$ cat src/rtl/prod_accum_if.sv
// prod_accum_if: product input and result output handshakes for prod_accum.
// master drives products and consumes results; slave is the accumulator.
interface prod_accum_if #(
  parameter int unsigned ACC_W = 12
);
  logic             clear;
  logic             in_valid;
  logic             in_ready;
  logic [7:0]       in_prod;
  logic             out_valid;
  logic             out_ready;
  logic [ACC_W-1:0] out_sum;
  logic             out_ovf;

  modport master (
    output clear, in_valid, in_prod, out_ready,
    input  in_ready, out_valid, out_sum, out_ovf
  );

  modport slave (
    input  clear, in_valid, in_prod, out_ready,
    output in_ready, out_valid, out_sum, out_ovf
  );
endinterface

$ cat src/rtl/prod_accum.sv
// prod_accum: sums LEN consecutive 8-bit products into one ACC_W-bit result
// and holds it on a registered valid/ready output until consumed.
// Optional macro PROD_ACCUM_SAT_EN: on overflow the accumulator clamps to
// all-ones for the rest of the result; otherwise it wraps. out_ovf flags
// the overflow in both builds.
module prod_accum #(
  parameter int unsigned LEN   = 4,
  parameter int unsigned ACC_W = 12
) (
  input logic         clk,
  input logic         rst,
  prod_accum_if.slave bus
);

  localparam int unsigned SUM_W = ACC_W + 1;
  localparam int unsigned CNT_W = 4;

  typedef enum logic {
    ACCUM = 1'b0,
    HOLD  = 1'b1
  } state_t;

  state_t           state;
  logic [ACC_W-1:0] acc;
  logic [CNT_W-1:0] cnt;
  logic             ovf;

  logic [SUM_W-1:0] sum_c;
  logic [ACC_W-1:0] acc_nxt_c;
  logic             ovf_nxt_c;
  logic             accept_c;
  logic             last_c;

  // Next accumulator value and sticky overflow for an accepted product
  always_comb begin
    sum_c     = SUM_W'(acc) + SUM_W'(bus.in_prod);
    ovf_nxt_c = ovf | sum_c[ACC_W];
`ifdef PROD_ACCUM_SAT_EN
    acc_nxt_c = ovf_nxt_c ? {ACC_W{1'b1}} : sum_c[ACC_W-1:0];
`else
    acc_nxt_c = sum_c[ACC_W-1:0];
`endif
    accept_c  = bus.in_valid & bus.in_ready;
    last_c    = (cnt == CNT_W'(LEN - 1));
  end

  // Accumulate/hold state machine with registered handshake and result outputs
  always_ff @(posedge clk or posedge rst) begin
    if (rst) begin
      state         <= ACCUM;
      acc           <= '0;
      cnt           <= '0;
      ovf           <= 1'b0;
      bus.in_ready  <= 1'b1;
      bus.out_valid <= 1'b0;
      bus.out_sum   <= '0;
      bus.out_ovf   <= 1'b0;
    end else if (bus.clear) begin
      state         <= ACCUM;
      acc           <= '0;
      cnt           <= '0;
      ovf           <= 1'b0;
      bus.in_ready  <= 1'b1;
      bus.out_valid <= 1'b0;
      bus.out_sum   <= '0;
      bus.out_ovf   <= 1'b0;
    end else begin
      case (state)
        ACCUM: begin
          if (accept_c) begin
            acc <= acc_nxt_c;
            cnt <= cnt + CNT_W'(1);
            ovf <= ovf_nxt_c;
            if (last_c) begin
              state         <= HOLD;
              bus.in_ready  <= 1'b0;
              bus.out_valid <= 1'b1;
              bus.out_sum   <= acc_nxt_c;
              bus.out_ovf   <= ovf_nxt_c;
            end
          end
        end
        HOLD: begin
          if (bus.out_ready) begin
            state         <= ACCUM;
            acc           <= '0;
            cnt           <= '0;
            ovf           <= 1'b0;
            bus.in_ready  <= 1'b1;
            bus.out_valid <= 1'b0;
          end
        end
        default: begin
          state <= ACCUM;
        end
      endcase
    end
  end

endmodule

$ cat src/flat_wrapper.sv
// flat-port wrapper written by rule: the top's interface ports become plain ports
module prod_accum_flat 
#(
  parameter int unsigned LEN   = 4,
  parameter int unsigned ACC_W = 12
)
  (clk, rst, bus_clear, bus_in_valid, bus_in_prod, bus_out_ready, bus_in_ready, bus_out_valid, bus_out_sum, bus_out_ovf);
  prod_accum_if #(.ACC_W(ACC_W)) bus_i ();
  input logic clk;
  input logic rst;
  input wire logic [$bits(bus_i.clear)-1:0] bus_clear;
  input wire logic [$bits(bus_i.in_valid)-1:0] bus_in_valid;
  input wire logic [$bits(bus_i.in_prod)-1:0] bus_in_prod;
  input wire logic [$bits(bus_i.out_ready)-1:0] bus_out_ready;
  output wire logic [$bits(bus_i.in_ready)-1:0] bus_in_ready;
  output wire logic [$bits(bus_i.out_valid)-1:0] bus_out_valid;
  output wire logic [$bits(bus_i.out_sum)-1:0] bus_out_sum;
  output wire logic [$bits(bus_i.out_ovf)-1:0] bus_out_ovf;
  assign bus_i.clear = bus_clear;
  assign bus_i.in_valid = bus_in_valid;
  assign bus_i.in_prod = bus_in_prod;
  assign bus_i.out_ready = bus_out_ready;
  assign bus_in_ready = bus_i.in_ready;
  assign bus_out_valid = bus_i.out_valid;
  assign bus_out_sum = bus_i.out_sum;
  assign bus_out_ovf = bus_i.out_ovf;
  prod_accum #(.LEN(LEN), .ACC_W(ACC_W)) u_core (.clk(clk), .rst(rst), .bus(bus_i));
endmodule
$ cat config.mk
export PLATFORM = sky130hd
export DESIGN_NAME = prod_accum_flat
export DESIGN_NICKNAME = d
export VERILOG_FILES = /design/src/rtl/prod_accum_if.sv /design/src/rtl/prod_accum.sv /design/src/flat_wrapper.sv
export SDC_FILE = /design/constraint.sdc
export NUM_CORES = 1
export LEC_CHECK = 0
export ABC_AREA = 1
export BUFFER_PORTS_ARGS = -buffer_cell sky130_fd_sc_hd__buf_2
export CAP_MARGIN = 20
export CORE_MARGIN = 4
export CORE_UTILIZATION = 47
export DETAILED_ROUTE_END_ITERATION = 16
export GPL_ROUTABILITY_DRIVEN = 1
export PLACE_DENSITY = 0.68
export SLEW_MARGIN = 20
export SYNTH_ARGS = -nofsm -noshare
export SYNTH_HDL_FRONTEND = slang
export SYNTH_SLANG_ARGS = --single-unit
$ cat constraint.sdc
create_clock -name clk -period 3.8 [get_ports clk]
set_input_delay 0.19 -clock clk [delete_from_list [all_inputs] [get_ports clk]]
set_output_delay 0.19 -clock clk [all_outputs]
set_load 0.02 [all_outputs]
==> metrics <==
status finished, final reports clean; net count after synthesis about 270; DRT Wirelength around 3.9 mm; worst skew pair latency between 200 and 300 ps; Min-Delay Path Class input port to register; std cell rows 22; I/O pin count 28; setup slack, reg-to-reg ~1800 ps; Sink Count 33; die area 0.005074 mm²; CP delay by family, top simple AND/OR/NAND/NOR gates; clk root buf clkbuf_8; crit-path max FO 24; register area share after synthesis ~44%; Setup crit start kind register; DRT iter0 DRCs 111; most frequent cells in the layout nand2_1, inv_1, dfrtp_1; static leakage about 0.0012 µW; clock slew at reported path FFs about 70 ps; commonest non-fill, non-tap cell in the layout nand2_1; post-synthesis register bit count 33; leading area contributor after synthesis dfrtp_1; Cells after Synth 246; port bufs 27; minimum clock period a little under 2000 ps; Vias/cell between 4 and 5; fmax 505.6 MHz; yosys warns 0; Layout area overhead 15.31%; Cell Chain, Critical Path nor2_2 -> nor2_4 -> nor2_4 -> inv_2 -> nand2_1 -> xor2_1 -> nor2_1; Core Area between 0.003 and 0.004 mm²; number of enable flip-flop cells after synthesis 0; gr ovfl total 0; Crit. End Element register; Worst Path Arrival 2150 ps; largest cells by area after synthesis dfrtp_1, nand2_1, inv_1; Worst-Margin Slew 583.3 ps; Detail Route Antenna Nets 0; Worst Path Required roughly 4000 ps; Crit path depth 7; Slew Viols, Final 0; Worst Hold Path Cells 4; number of inserted diodes 0; max cap viols 0; post-CTS sizing 0; Final Cycle Share 52.04%; fin nets 301; largest net degree at the start of global routing 34; total negative setup slack 0 ps; Die Height 71.24 µm; Clock Path Buffers 2; R2R depth 7; # setup viols final 0; Post-DP Area a little over 0.002 mm²; Remaining DRCs 0; Yosys top cell area share 42.61%; ratio of cells with drive above 1 in the final layout 16.85%; final setup skew between 4 and 5 ps; Worst path most repeated cell nor2_4; Initial DRT Pass Iterations 4; WP buf/inv 1; ys flop type dfrtp_1; Power Total 1186 µW; gp weighted congestion between 0.8 and 0.9; # H-tree levels 2; crit-path max cell delay 490 ps; first-pass GRT wire length 7.120 mm; GRT Total Usage 17.32%; VDD IR-drop max 0.3201 mV; PD cells 547.3 mW/mm²; antenna violations before repair 0; RSZ-0062 raised after global routing false; final non-filler cell area 0.002167 mm²; TritonCTS Buffers 5; CTS tree yes; vias in the first global route 1603; Async S/R FF share, synth 100.0%; Slew headroom 61.07%; critical path type register to register; post-DR wirelength/cell 12.01 µm; via count 1611; number of library cell types mapped by synthesis 24; Worst path slowest cell nor2_2; starting density of the core 49.83%; Hold Vio Cnt, Final 0; synthesized area 0.001879 mm²; Final HPWL DP 2.868 mm; syn avg cell area approximately 7.6 µm²; Die Span X 71.24 µm
-- metrics by stage --
step	cells	setup slack [ps]	util [%]	hold slack, ps
CTS	327	1823	57.47	244.2
global placement	318	1894	54.51	303.8
floorplan	246	2136	-	318.2
global route	327	1605	57.47	272.9
finish	327	1822	57.47	251.7
detailed placement	318	1856	54.51	302.3
-- cell families (layout without fill, tap and decap cells) --
logic type,after synthesis,count (layout),share of synthesized area [%]
AO/OA/AOI/OAI,33,33,9.787
flip-flops,33,33,44.01
buffers and inverters,38,71,8.189
XOR/XNOR,2,2,0.9323
adder cells (fa/ha/maj),10,10,7.057
AND/OR/NAND/NOR,130,130,30.03
-- report_power, final --
| group | total (µW) | switching, µW | leakage [µW] | internal (µW) |
|---|---|---|---|---|
| logic | 433 | 278 | 0.000690 | 155 |
| clock network | 292 | 129 | 0.0000542 | 164 |
| registers | 461 | 44.3 | 0.000446 | 416 |
-- state kept, by name, summed over array words and instances (netlist names) --
register	count
u_core.bus.out_sum	12
u_core.ovf	1
u_core.bus.out_valid	1
u_core.cnt	4
u_core.bus.in_ready	1
u_core.state	1
u_core.acc	12
u_core.bus.out_ovf	1
-- path summary, 6_finish.rpt --
| kind | start | endpoint |
|---|---|---|
| worst max-delay path | u_core.state | u_core.cnt[2] |
| worst min-delay path | bus_clear | u_core.ovf |
| worst max register to register | u_core.state | u_core.cnt[2] |
| worst min register to register | u_core.bus.out_sum[6] | u_core.bus.out_sum[6] |
| max in group asynchronous | rst | u_core.bus.in_ready |
| min in group asynchronous | rst | u_core.bus.out_sum[11] |
-- synth_stat cells, types with 2 or more instances --
master,count
ha_1,9
inv_1,32
o21ai_0,23
buf_2,3
nor2_1,14
nand4_1,6
nand3_1,17
nor2_2,3
nor2_4,2
dfrtp_1,32
a21oi_1,5
nand3b_1,4
xor2_1,2
inv_2,2
nand2_1,83
-- worst reg2reg max path, cell delays in order, from the launching register on --
cell     delay (ps)
dfrtp_1         410
nor2_2          490
nor2_4          130
nor2_4          440
inv_2           100
nand2_1          90
xor2_1          150
nor2_1           50
-- metal layers --
| metal | routed length, µm | global-route usage [%] |
|---|---|---|
| met2 | 1699 | 27.24 |
| met5 | 0 | 0 |
| met1 | 2034 | 24.49 |
| met3 | 162 | 4.348 |
| met4 | 29 | 3.132 |
-- timing repair --
action | CTS | global route
endpoints found under the hold margin | 3 | 0
hold buffers | 1 | 0
setup buffers | 0 | 0
-- layout make-up --
type / count / area (µm²)
clock buffers: 7 / 96.34
well taps: 48 / 60.06
multi-input cells: 175 / 898.4
clock inverters: 1 / 5.005
flip-flops and latches: 33 / 827.0
inverters: 34 / 127.6
fillers: 370 / 1604
repair buffers: 29 / 152.6
No activity file was read; power rests on OpenSTA's default activity.
